[src/rtl/arch_defs_pkg.sv]
// Shared type definitions for the SAP-2 memory datapath.
package arch_defs_pkg;

  // Read-during-write result: old word or newly written word.
  typedef enum logic {
    RDW_READ_FIRST  = 1'b0,
    RDW_WRITE_FIRST = 1'b1
  } rdw_mode_e;

  // Clear sequencer state.
  typedef enum logic {
    CLR_IDLE = 1'b0,
    CLR_BUSY = 1'b1
  } clr_state_e;

endpackage

[src/rtl/ram_clear_seq.sv]
// Clear sequencer: walks addresses 0..DEPTH-1 emitting one fill write per
// cycle, either after reset release or on a single-cycle request.
module ram_clear_seq
  import arch_defs_pkg::*;
#(
  parameter int ADDR_W         = 4,
  parameter int DEPTH          = 16,
  parameter bit CLEAR_ON_RESET = 1'b1
) (
  input  logic              clk,
  input  logic              reset_n,
  input  logic              clear_req_i,
  output logic              clr_we_o,
  output logic [ADDR_W-1:0] clr_addr_o,
  output logic              busy_o
);

  localparam logic [ADDR_W-1:0] LAST_ADDR = ADDR_W'(DEPTH - 1);

  clr_state_e        state_q, state_d;
  logic [ADDR_W-1:0] addr_q, addr_d;

  // Next-state: requests in IDLE start a sweep; the sweep ends after the last word.
  always_comb begin
    state_d = state_q;
    addr_d  = addr_q;
    case (state_q)
      CLR_IDLE: begin
        if (clear_req_i) begin
          state_d = CLR_BUSY;
          addr_d  = '0;
        end
      end
      CLR_BUSY: begin
        if (addr_q == LAST_ADDR) begin
          state_d = CLR_IDLE;
          addr_d  = '0;
        end else begin
          addr_d = addr_q + 1'b1;
        end
      end
      default: begin
        state_d = CLR_IDLE;
        addr_d  = '0;
      end
    endcase
  end

  // State register; reset restarts any sweep from address 0.
  always_ff @(posedge clk) begin
    if (!reset_n) begin
      state_q <= CLEAR_ON_RESET ? CLR_BUSY : CLR_IDLE;
      addr_q  <= '0;
    end else begin
      state_q <= state_d;
      addr_q  <= addr_d;
    end
  end

  assign busy_o     = (state_q == CLR_BUSY);
  assign clr_we_o   = (state_q == CLR_BUSY);
  assign clr_addr_o = addr_q;

endmodule

[src/rtl/ram_dp_clr.sv]
// True-dual-port synchronous RAM with selectable read-during-write behaviour,
// port-A-wins write arbitration and a hardware clear sequencer.
module ram_dp_clr
  import arch_defs_pkg::*;
#(
  parameter int                DATA_W         = 8,
  parameter int                ADDR_W         = 4,
  parameter int                DEPTH          = 16,
  parameter rdw_mode_e         RDW_MODE       = RDW_READ_FIRST,
  parameter bit                CLEAR_ON_RESET = 1'b1,
  parameter logic [DATA_W-1:0] CLEAR_VALUE    = '0,
  parameter                    INIT_FILE      = ""
) (
  input  logic              clk,
  input  logic              reset_n,
  input  logic              a_en,
  input  logic              a_we,
  input  logic [ADDR_W-1:0] a_addr,
  input  logic [DATA_W-1:0] a_wdata,
  output logic [DATA_W-1:0] a_rdata,
  input  logic              b_en,
  input  logic              b_we,
  input  logic [ADDR_W-1:0] b_addr,
  input  logic [DATA_W-1:0] b_wdata,
  output logic [DATA_W-1:0] b_rdata,
  input  logic              clear_req,
  output logic              busy,
  output logic              collision
);

  if ((DEPTH < 1) || (DEPTH > (1 << ADDR_W))) begin : g_depth_chk
    $error("ram_dp_clr: DEPTH must be in 1..2**ADDR_W");
  end

  localparam logic [ADDR_W:0] DEPTH_W = (ADDR_W + 1)'(DEPTH);

  logic [DATA_W-1:0] mem [DEPTH];

  logic              clr_we;
  logic [ADDR_W-1:0] clr_addr;

  ram_clear_seq #(
    .ADDR_W         (ADDR_W),
    .DEPTH          (DEPTH),
    .CLEAR_ON_RESET (CLEAR_ON_RESET)
  ) u_clear_seq (
    .clk         (clk),
    .reset_n     (reset_n),
    .clear_req_i (clear_req),
    .clr_we_o    (clr_we),
    .clr_addr_o  (clr_addr),
    .busy_o      (busy)
  );

  logic              a_in, b_in, same_addr;
  logic              a_wr, b_wr_req, b_wr, coll_d;
  logic [DATA_W-1:0] a_rdata_q, a_rdata_d;
  logic [DATA_W-1:0] b_rdata_q, b_rdata_d;
  logic              collision_q;

  // Access decode, write arbitration and read-data selection.
  always_comb begin
    a_in      = ({1'b0, a_addr} < DEPTH_W);
    b_in      = ({1'b0, b_addr} < DEPTH_W);
    same_addr = (a_addr == b_addr);
    a_wr      = a_en && a_we && a_in && !busy;
    b_wr_req  = b_en && b_we && b_in && !busy;
    // Port A owns the word when both ports write the same address.
    coll_d    = a_wr && b_wr_req && same_addr;
    b_wr      = b_wr_req && !coll_d;

    a_rdata_d = a_rdata_q;
    b_rdata_d = b_rdata_q;

    if (busy) begin
      a_rdata_d = '0;
      b_rdata_d = '0;
    end else begin
      if (a_en) begin
        if (!a_in) begin
          a_rdata_d = '0;
        end else if (RDW_MODE == RDW_WRITE_FIRST && a_wr) begin
          a_rdata_d = a_wdata;
        end else if (RDW_MODE == RDW_WRITE_FIRST && b_wr && same_addr) begin
          a_rdata_d = b_wdata;
        end else begin
          a_rdata_d = mem[a_addr];
        end
      end
      if (b_en) begin
        if (!b_in) begin
          b_rdata_d = '0;
        end else if (RDW_MODE == RDW_WRITE_FIRST && a_wr && same_addr) begin
          b_rdata_d = a_wdata;
        end else if (RDW_MODE == RDW_WRITE_FIRST && b_wr) begin
          b_rdata_d = b_wdata;
        end else begin
          b_rdata_d = mem[b_addr];
        end
      end
    end
  end

  // Memory array writes and registered outputs; reset touches only the outputs.
  always_ff @(posedge clk) begin
    if (reset_n) begin
      if (clr_we) begin
        mem[clr_addr] <= CLEAR_VALUE;
      end else begin
        if (a_wr) mem[a_addr] <= a_wdata;
        if (b_wr) mem[b_addr] <= b_wdata;
      end
    end
    if (!reset_n) begin
      a_rdata_q   <= '0;
      b_rdata_q   <= '0;
      collision_q <= 1'b0;
    end else begin
      a_rdata_q   <= a_rdata_d;
      b_rdata_q   <= b_rdata_d;
      collision_q <= coll_d;
    end
  end

  assign a_rdata   = a_rdata_q;
  assign b_rdata   = b_rdata_q;
  assign collision = collision_q;

`ifndef SYNTHESIS
  // Debug helper: prints the implemented words.
  task automatic dump();
    for (int i = 0; i < DEPTH; i++) begin
      $write("mem[%0d] = %h\n", i, mem[i]);
    end
  endtask
`endif

endmodule

[config.mk]
export PLATFORM = sky130hd
export DESIGN_NAME = ram_dp_clr
export DESIGN_NICKNAME = d
export VERILOG_FILES = /design/src/rtl/arch_defs_pkg.sv /design/src/rtl/ram_clear_seq.sv /design/src/rtl/ram_dp_clr.sv
export SDC_FILE = /design/constraint.sdc
export NUM_CORES = 1
export LEC_CHECK = 0
export BUFFER_PORTS_ARGS = -buffer_cell sky130_fd_sc_hd__buf_2
export CAP_MARGIN = 20
export CORE_ASPECT_RATIO = 0.5
export CORE_UTILIZATION = 50
export DETAILED_ROUTE_END_ITERATION = 8
export PLACE_DENSITY = 0.67
export SETUP_SLACK_MARGIN = 0.05
export SLEW_MARGIN = 20
export SYNTH_ARGS = -nofsm -noshare
export SYNTH_HDL_FRONTEND = slang
export SYNTH_HIERARCHICAL = 1
export SYNTH_SLANG_ARGS = --single-unit
[constraint.sdc]
create_clock -name clk -period 7.75 [get_ports clk]
set_input_delay 0.775 -clock clk [delete_from_list [all_inputs] [get_ports clk]]
set_output_delay 0.775 -clock clk [all_outputs]
set_load 0.01 [all_outputs]
==> out/results.ini, run 1 <==
[clock_tree]
clk_latency_ns = 0.44
max-clock-path-buffers = 2
cts_root_buf = clkbuf_16
cts_hold_buf = 0
cts_made_buffers = 17
cts_tree = done
cts_setup_buffers = 0
cts-resized-gates = 0
cts_max_level = 4
clock_sinks = 150
clkTransAtPathRegs_ns = 0.07

[finish]
nNetsFinal = 718
mostFrequentLayoutCells = 128 x edfxtp_1, 125 x mux2_2, 48 x buf_2
fin_cells = 934
final_common_cell = edfxtp_1
seq_area_um2 = 4280
utilization_pct = 58.1
fill_cells = 1432
multiInputGateArea_um2 = 4650
layout-drive-gt1-share_pct = 42.6
area_growth_syn_to_layout_pct = 11.5

[route]
avgViaCountPerCell = 6.84
wl_per_cell_um = 29.7
vias = 6391
route.final.wire_length_mm = 27.7
drt_iter0_markers = 660
drt-met1-wl_mm = 11.9
top_layer_used = met5
dr.pass1.iters = 5
drc_errors = 0
wl_met3_mm = 3.39
route.met2.wl_mm = 11.6
ant_nets = 0

[floorplanning]
core_um2 = 17700
num_io_pins = 49
fp.dieW_um = 194
start_util_pct = 52.1
dieArea_um2 = 19100
die_h_um = 98.2
rows = 34

[timing]
post-route-min-period_ns = 3.47
hold_viol_final = 0
setup_slack_ns = 4.28
worst_pin_slew_ns = 1.10
final_max_slew_viol_count = 0
fmax_mhz = 289
setup_viol = 0
fin_skew_ns = 0.00662
relSlewSlack_pct = 26.2
fin_tns_setup_ns = 0
period_share_pct = 44.7
rsz0062_at_grt = no

[placement]
hpwl_mm = 18.3
port_buffers = 48
post-place-ws_ns = 3.82
place_inst = 901
gp_congestion = 0.919

[flow_run]
drv_cap = 0

[power]
p_per_area_nw_per_um2 = 194
peakVddDrop_mv = 0.116
leakagePower_nw = 4.12

[setup_path]
r2r_setup_slack_ns = 4.67
start_kind = input pin
path_class = input pin to flip-flop
crit_required_ns = 7.94
reg2reg_to = mem[4][2]$_DFFE_PP_
worst-r2r-cell-count = 6
crit_arrival_ns = 3.66
path_max_fanout = 37
critPathCaptureType = flip-flop
startpoint = a_addr[2]
reg2reg_from = u_clear_seq/busy_o$_SDFF_PN1_
crit_end = mem[4][2]$_DFFE_PP_

[logic_synthesis]
yosysSeqAreaShare_pct = 46.3
yosys_warnings = 6
syn_area_um2 = 9250
synth_edf_count = 128
syn-num-nets = 687
synth_cells = 655
synth.distinct_cells = 55
async_flop_share_pct = 0
yosys_register_bits = 150
syn_avg_cell_area_um2 = 14.1
ys.flop_type = edfxtp_1

[global_routing]
grt_pass1_wl_mm = 40.4
track_usage_pct = 30.0
grt_pass1_vias = 6190
antenna_found_initial = 0
grt_max_degree = 55
overflow = 0

[worst_hold_path]
hold_path.class = flip-flop to flip-flop

[status]
status = complete, no violations

==> layout make-up <==
class                      instances  share of cell area (%)
antenna                            1                  0.0243
clock buffer                      17                    4.13
clock inverter                    15                    2.44
inverter                           7                   0.255
multi-input combinational        444                    45.1
sequential                       150                    41.5
tap                              234                    2.84
timing repair buffer              66                    3.64
==> power by group <==
part	total, mW	switching, mW	internal (mW)	leakage [nW]
clock network	0.961	0.355	0.606	0.320
registers	0.883	0.00804	0.875	1.48
logic	0.159	0.103	0.0556	2.32
total	2.00	0.466	1.54	4.12
==> synth_stat cells, types with 8 or more instances <==
master | number | area (um^2)
mux2_2 | 125 | 1410
mux2i_1 | 35 | 350
o221ai_1 | 8 | 70.1
clkbuf_1 | 23 | 86.3
mux4_1 | 14 | 368
a21oi_1 | 22 | 110
and3_1 | 8 | 50.1
nor2_1 | 14 | 52.6
nand2_1 | 41 | 154
edfxtp_1 | 128 | 3840
dfxtp_1 | 22 | 440
o21ai_0 | 29 | 145
mux2_4 | 10 | 150
nand2b_1 | 8 | 50.1
buf_2 | 15 | 75.1
mux4_2 | 34 | 766
o2111ai_4 | 10 | 263
o22ai_1 | 10 | 62.6
a221oi_1 | 8 | 70.1
==> worst max-delay path, cell delays in order <==
cell       delay, ns
buf_2           0.80
xnor2_2         0.20
nand2_1         0.57
o2111ai_4       0.67
o21ai_1         0.36
buf_4           0.28
==> worst min-delay path by stage <==
stage | startpoint | end | slack [ns] | depth (start not counted)
4_1_cts | a_rdata[6]$_SDFFE_PP0P_ | a_rdata[6]$_SDFFE_PP0P_ | 0.45 | 1
3_3_place_gp | a_rdata[6]$_SDFFE_PP0P_ | a_rdata[6]$_SDFFE_PP0P_ | 0.43 | 1
3_5_place_dp | a_rdata[6]$_SDFFE_PP0P_ | a_rdata[6]$_SDFFE_PP0P_ | 0.43 | 1
5_1_grt | a_rdata[1]$_SDFFE_PP0P_ | a_rdata[1]$_SDFFE_PP0P_ | 0.48 | 1
2_1_floorplan | a_rdata[6]$_SDFFE_PP0P_ | a_rdata[6]$_SDFFE_PP0P_ | 0.50 | 1
6_report | a_rdata[6]$_SDFFE_PP0P_ | a_rdata[6]$_SDFFE_PP0P_ | 0.45 | 1
==> cell families (layout without fill, tap and decap cells) <==
group / count (synthesis) / after routing / synth area share (%)
compound gates: 110 / 110 / 9.75
xor+xnor: 4 / 4 / 0.703
fa+ha+maj: 1 / 1 / 0.135
mux: 219 / 219 / 33.0
flops: 150 / 150 / 46.3
buf+inv: 61 / 105 / 3.37
other cells: 0 / 1 / 0
simple gates: 110 / 110 / 6.72
==> registers in the layout (all words and copies together), names as in the netlist <==
| name | count |
|---|---|
| collision | 1 |
| mem | 128 |
| u_clear_seq/busy_o | 1 |
| u_clear_seq/clr_addr_o | 4 |
| a_rdata | 8 |
| b_rdata | 8 |
==> metal layers <==
| metal | vias to the layer above | track usage, % |
|---|---|---|
| met5 | - | 3.46 |
| met4 | 2 | 11.2 |
| met3 | 55 | 11.3 |
| met2 | 385 | 42.0 |
| met1 | 3251 | 42.0 |
| li1 | 2698 | - |
==> per-stage QoR <==
| step | power, mW | hold WS (ns) | cell area (um^2) |
|---|---|---|---|
| final | 2.00 | 0.450 | 10300 |
| after global routing | 2.05 | 0.478 | 10300 |
| after CTS | 2.01 | 0.455 | 10300 |
| after detailed placement | 1.05 | 0.434 | 9630 |
| after global placement | 1.05 | 0.432 | 9620 |
| after floorplan | 1.00 | 0.497 | 9250 |
Power figures use the tool's default switching activity.
==> inputs of run 2 (changes only) <==
PLACE_DENSITY = 0.7   (was 0.67)
clock period = 3 ns   (was 7.75 ns; I/O delays follow)
==> out/results.ini, run 2 (synthesis gave the netlist of run 1 again) <==
[power]
p_total_mw = 4.98  ; +150%
leakagePower_nw = 4.23  ; +2.7%
p_int_mw = 3.69  ; +140%
seqPwrFrac_pct = 45.8  ; +1.7 points
peakVddDrop_mv = 0.334  ; +190%
p_per_area_nw_per_um2 = 476  ; +150%
combPwrFrac_pct = 8.6  ; +0.7 points
swShare_pct = 25.9  ; +2.7 points
switchingPower_mw = 1.29  ; +180%
pwr-share-clk_pct = 45.6  ; -2.4 points

[clock_tree]
cts_root_buf = clkbuf_16
cts_hold_buf = 0  ; unchanged
cts_max_level = 4  ; unchanged
cts_setup_buffers = 0  ; unchanged
cts_tree = done
clkTransAtPathRegs_ns = 0.06  ; about the same
max-clock-path-buffers = 2  ; unchanged
cts_made_buffers = 17  ; unchanged
cts-resized-gates = 0  ; unchanged
clk_latency_ns = 0.43  ; about the same
clock_sinks = 150  ; unchanged

[placement]
hpwl_mm = 19.5  ; +6.2%
port_buffers = 48  ; unchanged
place_inst = 928  ; +3.0%
placed_area_um2 = 9840  ; +2.2%
gp_congestion = 0.961  ; +4.6%
post-place-ws_ns = 0.278  ; -3.54 ns

[finish]
largest_reg_flops = 128  ; unchanged
layout-drive-gt1-share_pct = 44.9  ; +2.3 points
finalInstanceArea_um2 = 10500  ; +1.3%
final_common_cell = edfxtp_1
fin_cells = 960  ; +2.8%
regMostFlops = mem
area_growth_syn_to_layout_pct = 13.0
nNetsFinal = 745  ; +3.8%
multiInputGateArea_um2 = 4660  ; +0.11%
diodes = 0  ; -1
utilization_pct = 58.9  ; +0.78 points
seq_area_um2 = 4280  ; unchanged
mostFrequentLayoutCells = 128 x edfxtp_1, 125 x mux2_2, 48 x buf_2
fill_cells = 1359  ; -5.1%

[worst_hold_path]
hold_path.class = input pin to flip-flop
holdPathEnd = u_clear_seq/busy_o$_SDFF_PN1_
min-delay-start = reset_n
hold_path_depth = 2  ; +1

[status]
status = complete, no violations

[setup_path]
worst-r2r-cell-count = 6  ; unchanged
critPathCaptureType = flip-flop
reg2reg_from = u_clear_seq/busy_o$_SDFF_PN1_
path_class = flip-flop to flip-flop
crit_arrival_ns = 2.95  ; -0.71 ns
reg2reg_to = mem[5][4]$_DFFE_PP_
path_common_cell = buf_4
crit_required_ns = 3.18  ; -4.76 ns
slowest_stage = o21ai_2
r2r_setup_slack_ns = 0.23  ; -4.44 ns
critPathMaxStageDelay_ns = 0.58  ; -0.22 ns
path_max_fanout = 13  ; -65%
start_kind = flip-flop
crit_chain = buf_4 > and3b_1 > nand3_1 > o21ai_2 > o21ai_0 > buf_4

[timing]
fin_tns_setup_ns = 0  ; unchanged
rsz0062_at_grt = no
final_max_slew_viol_count = 0  ; unchanged
relSlewSlack_pct = 40.6  ; +14 points
setup_viol = 0  ; unchanged
period_share_pct = 92.4
holdWs_ns = 0.204  ; -0.245 ns
fmax_mhz = 361
fin_skew_ns = 0.0140  ; +0.00739 ns
setup_slack_ns = 0.227  ; -4.06 ns
worst_pin_slew_ns = 0.881  ; -0.217 ns
post-route-min-period_ns = 2.77
hold_viol_final = 0  ; unchanged

[route]
dr.pass1.iters = 5  ; unchanged
avgViaCountPerCell = 6.90  ; +0.81%
drc_errors = 0  ; unchanged
wl_per_cell_um = 29.6  ; -0.42%
drt_iter0_markers = 964  ; +46%
route.final.wire_length_mm = 28.4  ; +2.4%
ant_nets = 0  ; unchanged
vias = 6622  ; +3.6%

[floorplanning]
start_util_pct = 52.1  ; unchanged
num_io_pins = 49  ; unchanged
fp.dieW_um = 194  ; unchanged
dieArea_um2 = 19100  ; unchanged
die_h_um = 98.2  ; unchanged
core_um2 = 17700  ; unchanged
rows = 34  ; unchanged

[global_routing]
grt_pass1_vias = 6488  ; +4.8%
antenna_found_initial = 0  ; unchanged
grt_pass1_wl_mm = 42.2  ; +4.5%
overflow = 0  ; unchanged
grt_max_degree = 33  ; -40%
track_usage_pct = 30.7  ; +0.64 points

[flow_run]
drv_cap = 0  ; unchanged

[run 2: changes by cell type in the layout (fill, tap and decap cells not counted), moves of 3 or more]
cell,change
buf_4,+27
inv_8,+6
bufinv_16,-4
clkinvlp_4,-3
o21ai_0,+3
o21ai_1,-3
[run 2: worst max path at each step]
| stage | to | startpoint | cells after the start |
|---|---|---|---|
| 6_report | mem[5][4]$_DFFE_PP_ | u_clear_seq/busy_o$_SDFF_PN1_ | 6 |
| 5_1_grt | mem[5][4]$_DFFE_PP_ | u_clear_seq/busy_o$_SDFF_PN1_ | 6 |
| 3_3_place_gp | mem[5][5]$_DFFE_PP_ | u_clear_seq/busy_o$_SDFF_PN1_ | 6 |
| 3_5_place_dp | mem[5][5]$_DFFE_PP_ | u_clear_seq/busy_o$_SDFF_PN1_ | 6 |
| 4_1_cts | mem[5][4]$_DFFE_PP_ | u_clear_seq/busy_o$_SDFF_PN1_ | 6 |
| 2_1_floorplan | mem[4][0]$_DFFE_PP_ | u_clear_seq/busy_o$_SDFF_PN1_ | 7 |
[run 2: worst max-delay path, delay by kind of cell (launching register included)]
family,cells,cell delay [ns]
buffers and inverters,2,0.50
flip-flops,1,0.35
AO/OA/AOI/OAI,2,1.05
AND/OR/NAND/NOR,2,0.63
[run 2: area by class of cell]
| cell class | count | area share (%) |
|---|---|---|
| clock inverter | 15 | 1.77 |
| multi-input combinational | 444 | 44.6 |
| clock buffer | 17 | 4.07 |
| tap | 234 | 2.80 |
| timing repair buffer | 93 | 5.53 |
| sequential | 150 | 41.0 |
| inverter | 7 | 0.251 |
[run 2: power groups by stage]
stage | Combinational [mW] | Clock [mW] | Sequential, mW
after global routing | 0.445 | 2.36 | 2.28
after floorplan | 0.269 | 0 | 2.32
after global placement | 0.408 | 0 | 2.32
after CTS | 0.416 | 2.28 | 2.28
final | 0.429 | 2.27 | 2.28
after detailed placement | 0.414 | 0 | 2.32
[run 2: routing by layer]
| layer | global-route usage, % | vias to the layer above | wire [um] |
|---|---|---|---|
| li1 | - | 2759 | - |
| met1 | 44.1 | 3362 | 11700 |
| met2 | 45.3 | 444 | 12400 |
| met3 | 9.50 | 57 | 3820 |
| met4 | 7.57 | 0 | 475 |
| met5 | 0 | - | 0 |
